File: config.mk
export PLATFORM = sky130hd
export DESIGN_NAME = dmem_arbiter
export DESIGN_NICKNAME = d
export VERILOG_FILES = /design/src/rtl/dmem_pkg.sv /design/src/rtl/dmem_rr_grant.sv /design/src/rtl/dmem_arbiter.sv
export SDC_FILE = /design/constraint.sdc
export NUM_CORES = 1
export LEC_CHECK = 0
export ABC_AREA = 1
export BUFFER_PORTS_ARGS = -buffer_cell sky130_fd_sc_hd__buf_2
export CAP_MARGIN = 20
export CORE_MARGIN = 5
export CORE_UTILIZATION = 45
export DETAILED_ROUTE_END_ITERATION = 8
export HOLD_SLACK_MARGIN = 0.08
export PLACE_DENSITY_LB_ADDON = 0.25
export SLEW_MARGIN = 15
export SYNTH_ARGS = -nofsm -noshare
export SYNTH_HDL_FRONTEND = slang
export SYNTH_HIERARCHICAL = 1
export SYNTH_SLANG_ARGS = --single-unit
File: constraint.sdc
create_clock -name clk -period 1.96 [get_ports clk]
set_input_delay 0.294 -clock clk [delete_from_list [all_inputs] [get_ports clk]]
set_output_delay 0.294 -clock clk [all_outputs]
set_load 0.03 [all_outputs]
File: src/rtl/dmem_pkg.sv
// Shared definitions for the data-memory arbiter: access-type mask encodings,
// the arbiter FSM state type and the alignment/encoding legality check.
package dmem_pkg;

    localparam logic [3:0] MASK_BS = 4'b0000;  // byte, sign-extended
    localparam logic [3:0] MASK_HS = 4'b0001;  // half, sign-extended
    localparam logic [3:0] MASK_W  = 4'b1000;  // word
    localparam logic [3:0] MASK_BU = 4'b0010;  // byte, zero-extended
    localparam logic [3:0] MASK_HU = 4'b0100;  // half, zero-extended

    typedef enum logic [1:0] {
        IDLE   = 2'd0,
        ACCESS = 2'd1,
        RESP   = 2'd2
    } dmem_arb_state_e;

    // A request is legal when its mask is one of the five encodings and the
    // byte address is naturally aligned for the access size.
    function automatic logic dmem_access_legal(input logic [1:0] addr, input logic [3:0] mask);
        logic legal;
        case (mask)
            MASK_BS, MASK_BU: legal = 1'b1;
            MASK_HS, MASK_HU: legal = ~addr[0];
            MASK_W:           legal = (addr == 2'b00);
            default:          legal = 1'b0;
        endcase
        return legal;
    endfunction

endpackage

File: src/rtl/dmem_rr_grant.sv
// Two-way grant generator for dmem_arbiter.
// DMEM_ARB_RR_EN defined   : round-robin, the port granted last loses a tie.
// DMEM_ARB_RR_EN undefined : fixed priority, port 0 always wins a tie.
module dmem_rr_grant (
    input  logic       clk,
    input  logic       reset,
    input  logic [1:0] req,
    input  logic       update,
    output logic [1:0] grant
);

`ifdef DMEM_ARB_RR_EN
    // 1: port 1 was granted last, so port 0 wins the next tie.
    logic last_q;

    // Remember which port won, but only when a request is actually accepted.
    always_ff @(posedge clk or negedge reset) begin
        // NOTE: sequential state uses non-blocking assignments so every flop
        // samples the pre-edge values regardless of block evaluation order.
        if (!reset) begin
            last_q <= 1'b1;
        end else if (update) begin
            last_q <= grant[1];
        end
    end

    // One-hot grant: a lone requester always wins, a tie goes against last_q.
    always_comb begin
        grant = req;
        if (req == 2'b11) begin
            grant = last_q ? 2'b01 : 2'b10;
        end
    end
`else
    // Clock, reset and update have no consumer without a priority pointer.
    logic unused_sink;
    assign unused_sink = ^{clk, reset, update};

    // Port 0 always takes precedence over port 1.
    always_comb begin
        grant = {req[1] & ~req[0], req[0]};
    end
`endif

endmodule

File: src/rtl/dmem_arbiter.sv
// Two-port arbiter and one-cycle access sequencer for the single-ported data
// memory. Port 0 is the pipeline LSU, port 1 a secondary requester.
// Optional feature: DMEM_ARB_RR_EN selects round-robin instead of fixed
// port-0 priority (see dmem_rr_grant).
module dmem_arbiter
    import dmem_pkg::*;
#(
    parameter int ADDR_W = 32,
    parameter int DATA_W = 32
) (
    input  logic              clk,
    input  logic              reset,
    input  logic [1:0]        req_valid,
    output logic [1:0]        req_ready,
    input  logic [1:0]        req_we,
    input  logic [ADDR_W-1:0] req_addr0,
    input  logic [ADDR_W-1:0] req_addr1,
    input  logic [DATA_W-1:0] req_wdata0,
    input  logic [DATA_W-1:0] req_wdata1,
    input  logic [3:0]        req_mask0,
    input  logic [3:0]        req_mask1,
    output logic [1:0]        rsp_valid,
    input  logic [1:0]        rsp_ready,
    output logic [DATA_W-1:0] rsp_rdata,
    output logic              rsp_err,
    output logic [ADDR_W-1:0] mem_addr,
    output logic [DATA_W-1:0] mem_wdata,
    output logic [3:0]        mem_mask,
    output logic              mem_cs,
    output logic              mem_rd_en,
    output logic              mem_wr_en,
    input  logic [DATA_W-1:0] mem_rdata
);

    dmem_arb_state_e   state_q, state_d;
    logic [1:0]        grant;
    logic [1:0]        accept;
    logic              sel;
    logic [ADDR_W-1:0] sel_addr;
    logic [DATA_W-1:0] sel_wdata;
    logic [3:0]        sel_mask;
    logic              sel_we;
    logic              sel_legal;
    logic              owner_q;
    logic              we_q;

    dmem_rr_grant u_grant (
        .clk    (clk),
        .reset  (reset),
        .req    (req_valid),
        .update (|accept),
        .grant  (grant)
    );

    assign accept    = req_valid & req_ready;
    assign sel       = grant[1];
    assign sel_addr  = sel ? req_addr1  : req_addr0;
    assign sel_wdata = sel ? req_wdata1 : req_wdata0;
    assign sel_mask  = sel ? req_mask1  : req_mask0;
    assign sel_we    = req_we[sel];
    assign sel_legal = dmem_access_legal(sel_addr[1:0], sel_mask);

    // FSM state register.
    always_ff @(posedge clk or negedge reset) begin
        if (!reset) begin
            state_q <= IDLE;
        end else begin
            state_q <= state_d;
        end
    end

    // Next state plus the handshake and memory strobes decoded from the state.
    always_comb begin
        // NOTE: every output gets a default before the case so no path leaves
        // it unassigned, which would infer a latch.
        state_d   = state_q;
        req_ready = 2'b00;
        rsp_valid = 2'b00;
        mem_cs    = 1'b1;
        mem_rd_en = 1'b0;
        mem_wr_en = 1'b1;
        case (state_q)
            IDLE: begin
                // Held off while reset is low so nothing looks accepted.
                req_ready = reset ? grant : 2'b00;
                if (reset && |(req_valid & grant)) begin
                    state_d = sel_legal ? ACCESS : RESP;
                end
            end
            ACCESS: begin
                mem_cs    = 1'b0;
                mem_rd_en = ~we_q;
                mem_wr_en = ~we_q;
                state_d   = RESP;
            end
            RESP: begin
                rsp_valid = owner_q ? 2'b10 : 2'b01;
                if (rsp_ready[owner_q]) begin
                    state_d = IDLE;
                end
            end
            default: state_d = IDLE;
        endcase
    end

    // Request capture on acceptance, read-data capture at the end of ACCESS.
    // The memory-side registers load only for legal requests so they hold
    // their last access across errors.
    always_ff @(posedge clk or negedge reset) begin
        if (!reset) begin
            owner_q   <= 1'b0;
            we_q      <= 1'b0;
            rsp_rdata <= '0;
            rsp_err   <= 1'b0;
            mem_addr  <= '0;
            mem_wdata <= '0;
            mem_mask  <= MASK_W;
        end else if (|accept) begin
            owner_q   <= sel;
            we_q      <= sel_we;
            rsp_err   <= ~sel_legal;
            rsp_rdata <= '0;
            if (sel_legal) begin
                mem_addr  <= sel_addr;
                mem_wdata <= sel_wdata;
                mem_mask  <= sel_mask;
            end
        end else if (state_q == ACCESS) begin
            rsp_rdata <= we_q ? '0 : mem_rdata;
        end
    end

endmodule

==> key figures <==
Run status
  – Status: finished clean

STA
  – Fmax: 542 MHz
  – Setup TNS: 0 ns
  – Final worst path period share: a little over nine tenths
  – Final Setup Violations: 0
  – Worst slew margin: 61.8%
  – Clock Skew: 0.00392 ns
  – Shortest period the worst path allows: between 1.5 and 2 ns
  – RSZ-0062 raised after global routing: false
  – Pins Over Slew Limit: 0
  – Fin. Hold Viols: 0
  – Worst-Margin Slew: between 0.5 and 0.6 ns

Detailed routing
  – # DRC: 0
  – Vias/cell: 4.86
  – Avg WL per Cell: 14.4 um
  – Initial DRC count: 389
  – Total wire length: 16400 um
  – DR pass1 iterations: 4
  – Detailed-route via count: 5530
  – Antenna Nets Post-Route: 0

Floorplan
  – Die H: ~120 um
  – DIE AREA: around 14000 um^2
  – IO Count: 284
  – CORE AREA: roughly 11000 um^2
  – FP Rows: 39
  – Starting Density: between 40 and 50%
  – Die width: between 100 and 150 um

Pwr
  – VDD IR-drop max: 0.000605 V
  – Total chip power: 0.00744 W
  – Pwr dens: a little over 1000 nW/um^2
  – Leak pwr: 4.59 nW

Critical path
  – Worst R2R Start: state_q[0]
  – CP Class: input port to output port
  – CP max FO: 3
  – CP Capture Type: output port
  – Startpoint types: input port
  – Critical Path AT: between 1.5 and 2 ns
  – Origin of the worst setup path: reset
  – Worst endpoint required time: 1.67 ns

Yosys
  – Post-synthesis sequential area ratio: between 40% and 50%
  – Synthesized area per cell: 7.30 um^2
  – #FFs+latches synth: 105
  – Count of cell types in the netlist: 22
  – Post-Syn Area: approximately 5300 um^2
  – YS warnings: 6
  – Cell taking the most area after synthesis: dfrtp_1
  – Synth area leaders: dfrtp_1 (49%), nand2_1 (29%), nand4_1 (8.2%), nand3_1 (3.3%), clkbuf_1 (1.8%)
  – Share of the synthesized area in the top cell type: about half
  – Synth Instances: 724
  – Synth Net Count: 900

Global routing
  – Grt ovf: 0
  – Largest net degree at the start of global routing: ~110
  – First-pass GRT wire length: between 20000 and 30000 um
  – Initial antenna violation count: 0
  – Gr usage total: 22.9%
  – Vias in the first global route: roughly 5.3k

Clocking
  – Number of CTS-inserted buffers: 9
  – CTS-repair resized insts: 0
  – Worst skew pair latency: 0.33 ns
  – CTS Root Cell: clkbuf_16
  – H-tree depth: 3
  – # clock sinks: 105
  – Worst-path clk slew: 0.06 ns
  – CTS tree: done
  – Clock tree buffer depth: 2

Flow run
  – Max cap viols: 0

Place
  – HPWL Detailed: 12300 um
  – Port-buffer cells: ~280
  – Post-Place Cell Area: 6930 um^2
  – GPL Wtd Cong: between 0.8 and 0.9
  – Placed insts: 1122

Min path
  – Worst min path class: input port to register
  – Startpoint of the worst hold path: mem_rdata[29]

Layout
  – Fin nets: between 1k and 1.5k
  – Cell area after layout: 7270 um^2
  – Final instance count without filler cells: 1139
  – Syn-to-layout area delta: 37.7%
  – Layout cell share with drive strength beyond 1: about 34%
  – N_diodes: 0
[layout make-up]
class | count | area [um^2]
Clock buffer | 11 | 253
Clock inverter | 3 | 65.1
Fill cell | 1100 | 4200
Inverter | 26 | 97.6
Multi-Input combinational cell | 539 | 2310
Sequential cell | 105 | 2630
Tap cell | 143 | 179
Timing Repair Buffer | 312 | 1740
[worst paths after layout]
| kind | endpoint | slack [ns] | depth (start not counted) |
|---|---|---|---|
| worst max-delay path | req_ready[1] | 0.11 | 5 |
| max in group asynchronous | rsp_rdata[14] | 0.93 | 3 |
| min in group asynchronous | mem_addr[21] | 0.57 | 3 |
| worst min-delay path | rsp_rdata[29] | 0.16 | 3 |
| worst min register to register | mem_addr[8] | 0.46 | 2 |
| worst max register to register | mem_wdata[27] | 0.28 | 7 |
[critical path, stage by stage]
cell and delay (ns):
dlygate4sd3_1 0.52, buf_4 0.13, nand3_1 0.22, nor2_1 0.16, buf_2 0.22
[report_power, final]
part	internal, W	switching, W
sequential	0.00264	0.000267
combinational	0.000773	0.00185
clock	0.00117	0.000736
[cells in the final DEF (no fill, tap or decap)]
cell type / netlist / final
a31oi_1: 1 / 1
inv_1: 22 / 21
nand3_2: 1 / 1
buf_12: 0 / 8
nand4_4: 1 / 1
clkbuf_8: 0 / 2
nand2_1: 413 / 413
clkbuf_16: 0 / 9
bufinv_16: 0 / 2
a21oi_4: 0 / 1
dlygate4sd3_1: 0 / 1
nand2_4: 1 / 1
nor2_2: 1 / 1
dfstp_2: 1 / 1
nand2_2: 4 / 4
o21ai_1: 2 / 2
buf_2: 14 / 282
nor2_4: 0 / 1
o21ai_0: 1 / 1
nor2_1: 9 / 8
nand3_1: 35 / 35
dfrtp_1: 104 / 104
buf_4: 5 / 21
nand4_1: 69 / 69
clkinv_2: 0 / 1
inv_2: 4 / 5
[flip-flops by register name, summed over array words and instances (netlist names)]
register,cells
mem_addr,32
mem_mask,4
mem_wdata,32
owner_q,1
rsp_err,1
rsp_rdata,32
state_q,2
we_q,1
[logic make-up (layout without fill, tap and decap cells)]
family | after synthesis | after routing | synth area share (%)
simple gates | 534 | 534 | 42.9
buf+inv | 80 | 352 | 6.80
compound gates | 5 | 5 | 0.568
flops | 105 | 105 | 49.8
[routing by layer]
layer | part of all wire, % | vias to the layer above | wire, um | track usage (%)
met1 | 42 | 2442 | 6920 | 29.9
li1 | - | 2838 | - | -
met4 | 1.8 | 0 | 288 | 7.24
met3 | 8.7 | 22 | 1430 | 5.68
met5 | 0 | - | 0 | 0
met2 | 47 | 228 | 7800 | 37.6
[cells in the mapped netlist (all sizes together)]
cell type / n
a21oi: 1
a31oi: 1
buf: 29
clkbuf: 25
dfrtp: 104
dfstp: 1
inv: 26
nand2: 418
nand3: 36
nand4: 70
nor2: 10
o21ai: 3
[timing repair]
action | CTS | global route
hold buffers | 1 | 0
endpoints found under the hold margin | 11 | 0
endpoints found under the setup margin | 0 | 1
setup buffers | 0 | 2
[metrics by stage]
stage / utilization [%] / hold WS, ns / setup WS (ns)
3_5_place_dp: 60.4 / 0.439 / 0.118
2_1_floorplan: - / -0.00159 / 0.363
3_3_place_gp: 60.4 / 0.434 / 0.135
5_1_grt: 63.4 / 0.158 / 0.0235
4_1_cts: 63.3 / 0.146 / 0.113
6_report: 63.4 / 0.157 / 0.113
Note: power is estimated with default switching activity, not from simulation.
